===== src/rtl/conv_pkg.sv =====
// conv_pkg: shared widths, sweep length and FSM state type for the convolution dot-product engine.
package conv_pkg;
    localparam int NUM_ADDR = 16;
    localparam int PIX_W    = 8;
    localparam int W_W      = 8;
    localparam int ACC_W    = 18;
    localparam int AW       = 6;
    // unsigned pixel widened by one sign bit times a signed weight
    localparam int PROD_W   = PIX_W + W_W + 1;
    typedef enum logic [1:0] {IDLE, RUN, DRAIN, DONE} state_t;
endpackage


===== src/rtl/conv_dot_engine_if.sv =====
// conv_dot_engine_if: valid/ready result stream.
// master drives valid, data (signed ACC_W), idx (4 bits) and receives ready; slave is the consumer.
interface conv_dot_engine_if;
    import conv_pkg::*;
    logic                    valid;
    logic                    ready;
    logic signed [ACC_W-1:0] data;
    logic [3:0]              idx;
    modport master(output valid, data, idx, input ready);
    modport slave(input valid, data, idx, output ready);
endinterface


===== src/rtl/conv_dot4.sv =====
// conv_dot4: combinational 4-way unsigned-pixel x signed-weight multiply and 4-input adder tree.
// Ports: pix_i (4 pixels), w_i (4 weights) -> prod_o (4 products);
//        prod_i (4 registered products) -> sum_o (signed ACC_W sum).
module conv_dot4 import conv_pkg::*; (
    input  logic [4*PIX_W-1:0]      pix_i,
    input  logic [4*W_W-1:0]        w_i,
    output logic [4*PROD_W-1:0]     prod_o,
    input  logic [4*PROD_W-1:0]     prod_i,
    output logic signed [ACC_W-1:0] sum_o
);
    logic signed [ACC_W-1:0] e [4];
    for (genvar g = 0; g < 4; g++) begin : g_lane
        assign prod_o[g*PROD_W +: PROD_W] = PROD_W'($signed({1'b0, pix_i[g*PIX_W +: PIX_W]}))
                                          * PROD_W'($signed(w_i[g*W_W +: W_W]));
        assign e[g] = ACC_W'($signed(prod_i[g*PROD_W +: PROD_W]));
    end
    assign sum_o = (e[0] + e[1]) + (e[2] + e[3]);
endmodule


===== src/rtl/conv_dot_engine.sv =====
// conv_dot_engine: sweeps buffer addresses 0..NUM_ADDR-1 and streams kernel dot products through a 2-stage pipeline.
// Ports: clk, rst (async, active-high); start_i, w_load_i, w_data_i (kernel, byte i = w[i]);
//        rd_addr_o / pix_in_i (combinational buffer read); busy_o, done_o; res_o (valid/ready result stream).
// Build option CONV_RELU_EN: when defined, negative sums are emitted as 0.
module conv_dot_engine import conv_pkg::*; (
    input  logic                  clk,
    input  logic                  rst,
    input  logic                  start_i,
    input  logic                  w_load_i,
    input  logic [4*W_W-1:0]      w_data_i,
    output logic [AW-1:0]         rd_addr_o,
    input  logic [4*PIX_W-1:0]    pix_in_i,
    output logic                  busy_o,
    output logic                  done_o,
    conv_dot_engine_if.master     res_o
);
    state_t                  state_q, state_d;
    logic [AW-1:0]           addr_q, addr_d;
    logic [4*W_W-1:0]        w_q, w_d;
    logic                    s1_v_q, s1_v_d;
    logic [4*PROD_W-1:0]     s1_p_q, s1_p_d, prod;
    logic [3:0]              s1_idx_q, s1_idx_d;
    logic                    v_q, v_d;
    logic signed [ACC_W-1:0] data_q, data_d, sum, res_val;
    logic [3:0]              idx_q, idx_d;
    logic                    stall, issue, last, idle;

    conv_dot4 u_dot4 (
        .pix_i  (pix_in_i),
        .w_i    (w_q),
        .prod_o (prod),
        .prod_i (s1_p_q),
        .sum_o  (sum)
    );

`ifdef CONV_RELU_EN
    assign res_val = sum[ACC_W-1] ? '0 : sum;
`else
    assign res_val = sum;
`endif

    always_comb begin
        idle     = state_q == IDLE;
        stall    = v_q && !res_o.ready;
        issue    = state_q == RUN && !stall;
        last     = addr_q == AW'(NUM_ADDR - 1);
        w_d      = idle && w_load_i ? w_data_i : w_q;
        addr_d   = issue ? (last ? '0 : addr_q + 1'b1) : (idle ? '0 : addr_q);
        s1_v_d   = stall ? s1_v_q : issue;
        s1_p_d   = stall ? s1_p_q : prod;
        s1_idx_d = stall ? s1_idx_q : addr_q[3:0];
        v_d      = stall ? v_q : s1_v_q;
        data_d   = stall ? data_q : res_val;
        idx_d    = stall ? idx_q : s1_idx_q;
        state_d  = state_q;
        case (state_q)
            IDLE:    state_d = start_i ? RUN : IDLE;
            RUN:     state_d = issue && last ? DRAIN : RUN;
            // finishing handshake with nothing left behind it in stage 1
            DRAIN:   state_d = v_q && res_o.ready && !s1_v_q ? DONE : DRAIN;
            default: state_d = IDLE;
        endcase
    end

    always_ff @(posedge clk or posedge rst) begin
        if (rst) begin
            state_q  <= IDLE;
            addr_q   <= '0;
            w_q      <= '0;
            s1_v_q   <= 1'b0;
            s1_p_q   <= '0;
            s1_idx_q <= '0;
            v_q      <= 1'b0;
            data_q   <= '0;
            idx_q    <= '0;
        end else begin
            state_q  <= state_d;
            addr_q   <= addr_d;
            w_q      <= w_d;
            s1_v_q   <= s1_v_d;
            s1_p_q   <= s1_p_d;
            s1_idx_q <= s1_idx_d;
            v_q      <= v_d;
            data_q   <= data_d;
            idx_q    <= idx_d;
        end
    end

    assign rd_addr_o   = addr_q;
    assign busy_o      = state_q != IDLE;
    assign done_o      = state_q == DONE;
    assign res_o.valid = v_q;
    assign res_o.data  = data_q;
    assign res_o.idx   = idx_q;
endmodule


===== src/flat_wrapper.sv =====
// flat-port wrapper written by rule: the top's interface ports become plain ports
module conv_dot_engine_flat import conv_pkg::*;
  (clk, rst, start_i, w_load_i, w_data_i, rd_addr_o, pix_in_i, busy_o, done_o, res_o_valid, res_o_data, res_o_idx, res_o_ready);
  conv_dot_engine_if res_o_i ();
  input  logic clk;
  input  logic rst;
  input  logic start_i;
  input  logic w_load_i;
  input  logic [4*W_W-1:0] w_data_i;
  output logic [AW-1:0] rd_addr_o;
  input  logic [4*PIX_W-1:0] pix_in_i;
  output logic busy_o;
  output logic done_o;
  output wire logic [$bits(res_o_i.valid)-1:0] res_o_valid;
  output wire logic [$bits(res_o_i.data)-1:0] res_o_data;
  output wire logic [$bits(res_o_i.idx)-1:0] res_o_idx;
  input wire logic [$bits(res_o_i.ready)-1:0] res_o_ready;
  assign res_o_valid = res_o_i.valid;
  assign res_o_data = res_o_i.data;
  assign res_o_idx = res_o_i.idx;
  assign res_o_i.ready = res_o_ready;
  conv_dot_engine u_core (.clk(clk), .rst(rst), .start_i(start_i), .w_load_i(w_load_i), .w_data_i(w_data_i), .rd_addr_o(rd_addr_o), .pix_in_i(pix_in_i), .busy_o(busy_o), .done_o(done_o), .res_o(res_o_i));
endmodule

===== config.mk =====
export PLATFORM = sky130hd
export DESIGN_NAME = conv_dot_engine_flat
export DESIGN_NICKNAME = d
export VERILOG_FILES = /design/src/rtl/conv_pkg.sv /design/src/rtl/conv_dot_engine_if.sv /design/src/rtl/conv_dot4.sv /design/src/rtl/conv_dot_engine.sv /design/src/flat_wrapper.sv
export SDC_FILE = /design/constraint.sdc
export NUM_CORES = 1
export LEC_CHECK = 0
export CAP_MARGIN = 20
export CORE_UTILIZATION = 62
export DETAILED_ROUTE_END_ITERATION = 6
export PLACE_DENSITY = 0.83
export SYNTH_ARGS = -nofsm -noshare
export SYNTH_HDL_FRONTEND = slang
export SYNTH_SLANG_ARGS = --single-unit

===== constraint.sdc =====
create_clock -name clk -period 5.22 [get_ports clk]
set_input_delay 0.783 -clock clk [delete_from_list [all_inputs] [get_ports clk]]
set_output_delay 0.783 -clock clk [all_outputs]
set_load 0.03 [all_outputs]

==> summary.log <==
INFO  cells_and_area fin_nets=2194
INFO  synth          synth_commonest_cells=234 x inv_1, 220 x nand2_1, 190 x ha_1
INFO  cells_and_area register_area=3400squm
INFO  run            timing.max_cap.violations=0
INFO  sta            final_max_slew_viol_count=0
INFO  global_route   gr-total-overflow=0
INFO  synth          syn-cell-area=15300squm
INFO  clock_tree     clkLatencyLatePin=0.44ns
INFO  clock_tree     cts_hold_buf=0
INFO  detailed_routing route.vias.total=11900
INFO  detailed_routing route.antenna.remaining_nets=0
INFO  clock_tree     cts_tree=built
INFO  clock_tree     clkTransAtPathRegs=0.06ns
INFO  sta            skew=0.0121ns
INFO  detailed_routing drt_iter0_drc=902
INFO  worst_hold_path holdPathStages=2
INFO  synth          yosys.area.top_type_share=23.8%
INFO  floorplan      floorplan.die.height=159um
INFO  sta            period_share=94.0%
INFO  setup_path     worst_r2r_path_depth=14
INFO  clock_tree     worst_case_clock_buffer_depth=2
INFO  synth          synth_fp_nets=2076
INFO  synth          synth.distinct_cells=58
INFO  sta            hold_viol=0
INFO  global_route   groute.usage.overall=29.7%
INFO  setup_path     crit_type=in -> reg
INFO  worst_hold_path min-delay-path-class=reg -> reg
INFO  global_route   grt_first_pass_wirelength=60700um
INFO  floorplan      dieArea=25300squm
INFO  setup_path     launching_point_of_the_worst_reg2reg_path=u_core.w_q[15]
INFO  synth          synth-xor-area-share=2.74%
INFO  cells_and_area multiInputGateArea=10900squm
INFO  placed_design  pre_cts_slack=-0.0819ns
INFO  global_route   largest_net_degree_at_the_start_of_global_routing=65
INFO  clock_tree     numClockSinks=136
INFO  floorplan      chipWidth=159um
INFO  clock_tree     cts-resized-gates=0
INFO  floorplan      floorplan.rows=57
INFO  cells_and_area final_layout_size_suffix_gt1_share=5.78%
INFO  setup_path     worstPathMaxFanout=8
INFO  worst_hold_path hold_end=u_core.res_o.data[0]
INFO  clock_tree     htree_levels=4
INFO  synth          post-synth-top-count-cell=inv_1
INFO  synth          synthSimpleGateAreaFrac=17.2%
INFO  detailed_routing routed_vias_inst=5.67
INFO  setup_path     rr_endpoint=u_core.s1_p_q[31]
INFO  synth          synth_top_family_by_area=adder cells
INFO  placed_design  detailedPlacementHpwl=27600um
INFO  detailed_routing remaining_drcs=0
INFO  sta            final_critical_path_time_including_i_o_delays_and_setup=4.91ns
INFO  synth          synth.area.top_cells=fa_1 24%, dfrtp_1 22%, ha_1 16%
INFO  setup_path     setup.reg_to_reg.worst_slack=0.70ns
INFO  synth          synth_area_per_cell=9.37squm
INFO  placed_design  port_buffers=99
INFO  sta            tightestPinTransition=0.718ns
INFO  clock_tree     number_of_buffers_created_by_cts=17
INFO  synth          yosysWarnings=0
INFO  detailed_routing drt_wl_total=35300um
INFO  sta            finalWorstSetupSlack=0.312ns
INFO  detailed_routing drt_pre_antenna_iters=6
INFO  synth          synth-compound-area-share=9.71%
INFO  placed_design  gp_congestion=0.912
INFO  synth          synth_seq_cells=136
INFO  synth          synth_top_flop_cell=dfrtp_1
INFO  global_route   number_of_antenna_violations_at_the_first_check_in_global_routing=0
INFO  status         run_status=complete, no violations
INFO  floorplan      io_pins=100
INFO  clock_tree     cts_setup_buffers=0
INFO  worst_hold_path hold_path.startpoint=u_core.res_o.data[0]
INFO  cells_and_area fillerInstances=1764
INFO  synth          synth_adder_area_share=39.3%
INFO  synth          synth.area.mux_share=2.25%
INFO  synth          seq_area_frac_synth=22.2%
INFO  synth          biggest_area_consumer_among_synthesized_cells=fa_1
INFO  cells_and_area n_antenna_cell=0
INFO  synth          number_of_flops_mapped_to_enable_cells_by_yosys=0
INFO  cells_and_area syn2layout_area_growth=14.0%
INFO  synth          mapped_cells=1635
INFO  setup_path     worstSetupEndpointType=flop
INFO  floorplan      coreArea=24200squm
INFO  sta            max_freq=204MHz
INFO  sta            unrepaired_setup_endpoints_after_global_routing=no
INFO  global_route   number_of_global_route_vias_before_repair=12500
INFO  detailed_routing avgRoutedWirePerCell=16.9um
INFO  clock_tree     clock_tree_root=clkbuf_16
INFO  setup_path     cp_data_arrival_time=5.20ns
INFO  setup_path     worst_setup_path_start_kind=input port
INFO  synth          async_flop_share=100%
INFO  sta            setup-violations-final=0
INFO  floorplan      floorplan.initialDensity=63.2%
INFO  setup_path     worstPathRequired=5.52ns
INFO  sta            slew_headroom=52.2%
==> how the worst max path moves through the flow <==
stage,start,cells past startpoint,end
global placement,pix_in_i[5],15,u_core.s1_p_q[14]
floorplan,pix_in_i[3],14,u_core.s1_p_q[14]
detailed placement,pix_in_i[19],15,u_core.s1_p_q[48]
finish,pix_in_i[19],15,u_core.s1_p_q[48]
CTS,pix_in_i[19],15,u_core.s1_p_q[48]
global route,pix_in_i[26],16,u_core.s1_p_q[64]
==> per-stage QoR <==
stage	hold WS (ns)	instance area [sq um]	util, %	std cells	setup TNS (ns)
4_1_cts	0.469	17400	71.9	2089	0
6_report	0.464	17500	72.0	2090	0
2_1_floorplan	0.439	15300	-	1635	0
3_5_place_dp	0.454	16800	69.4	2057	-0.168
5_1_grt	0.484	17500	72.0	2090	0
3_3_place_gp	0.451	16800	69.4	2057	0
==> state kept, by name, summed over array words and instances (netlist names) <==
name / cells
u_core.res_o.idx: 4
u_core.res_o.valid: 1
u_core.rd_addr_o: 6
u_core.s1_p_q: 68
u_core.res_o.data: 18
u_core.state_q: 2
u_core.s1_idx_q: 4
u_core.s1_v_q: 1
u_core.w_q: 32
==> cell type report <==
| type | instances | share of cell area, % |
|---|---|---|
| Inverter | 235 | 5.08 |
| Tap cell | 324 | 2.32 |
| Clock inverter | 14 | 0.917 |
| Multi-Input combinational cell | 1235 | 62.6 |
| Timing Repair Buffer | 128 | 7.04 |
| Clock buffer | 18 | 2.52 |
| Sequential cell | 136 | 19.5 |
==> critical path, cell delays in order <==
cell,delay (ns)
clkdlybuf4s50_1,0.57
and2_1,0.27
fa_1,0.55
fa_1,0.45
fa_1,0.50
inv_1,0.06
fa_1,0.38
inv_1,0.07
ha_1,0.25
or2_2,0.32
a21oi_1,0.19
a21oi_1,0.06
o41ai_1,0.41
xor2_1,0.22
o21ai_0,0.10
==> cells in the final DEF, fill, tap and decap left out, types with 4 or more instances in the layout <==
cell type / count
inv_1: 233
nand2_1: 220
ha_1: 190
fa_1: 182
and2_1: 164
dfrtp_1: 136
clkdlybuf4s50_1: 99
o21ai_0: 76
a21oi_1: 72
nor2_1: 69
mux2_2: 28
buf_4: 28
xnor2_1: 27
xor2_1: 21
nand2b_1: 20
a211oi_1: 19
a21o_1: 18
nand3_1: 17
clkbuf_16: 17
nor3_1: 16
o21a_1: 7
o21bai_1: 7
nor3b_1: 6
and3_1: 6
o31ai_1: 6
o211ai_1: 6
o41ai_1: 5
a31oi_1: 5
inv_6: 5
nor4_1: 4
==> layer usage <==
metal | GRT usage, % | routed length (um) | up-vias
met5 | 0 | 0 | -
li1 | - | - | 5534
met1 | 40.5 | 15300 | 5851
met3 | 4.06 | 1930 | 71
met4 | 9.35 | 844 | 0
met2 | 49.6 | 17300 | 396
==> cell families (layout without fill, tap and decap cells) <==
family,Yosys count,count (layout)
AO/OA/AOI/OAI,243,243
XOR/XNOR,48,48
adder cells (fa/ha/maj),372,372
buffers and inverters,264,395
flip-flops,136,136
multiplexers,31,31
AND/OR/NAND/NOR,541,541
Power is not shown: default switching activity piles up to over one toggle a cycle in this logic, so the estimate is an artifact.
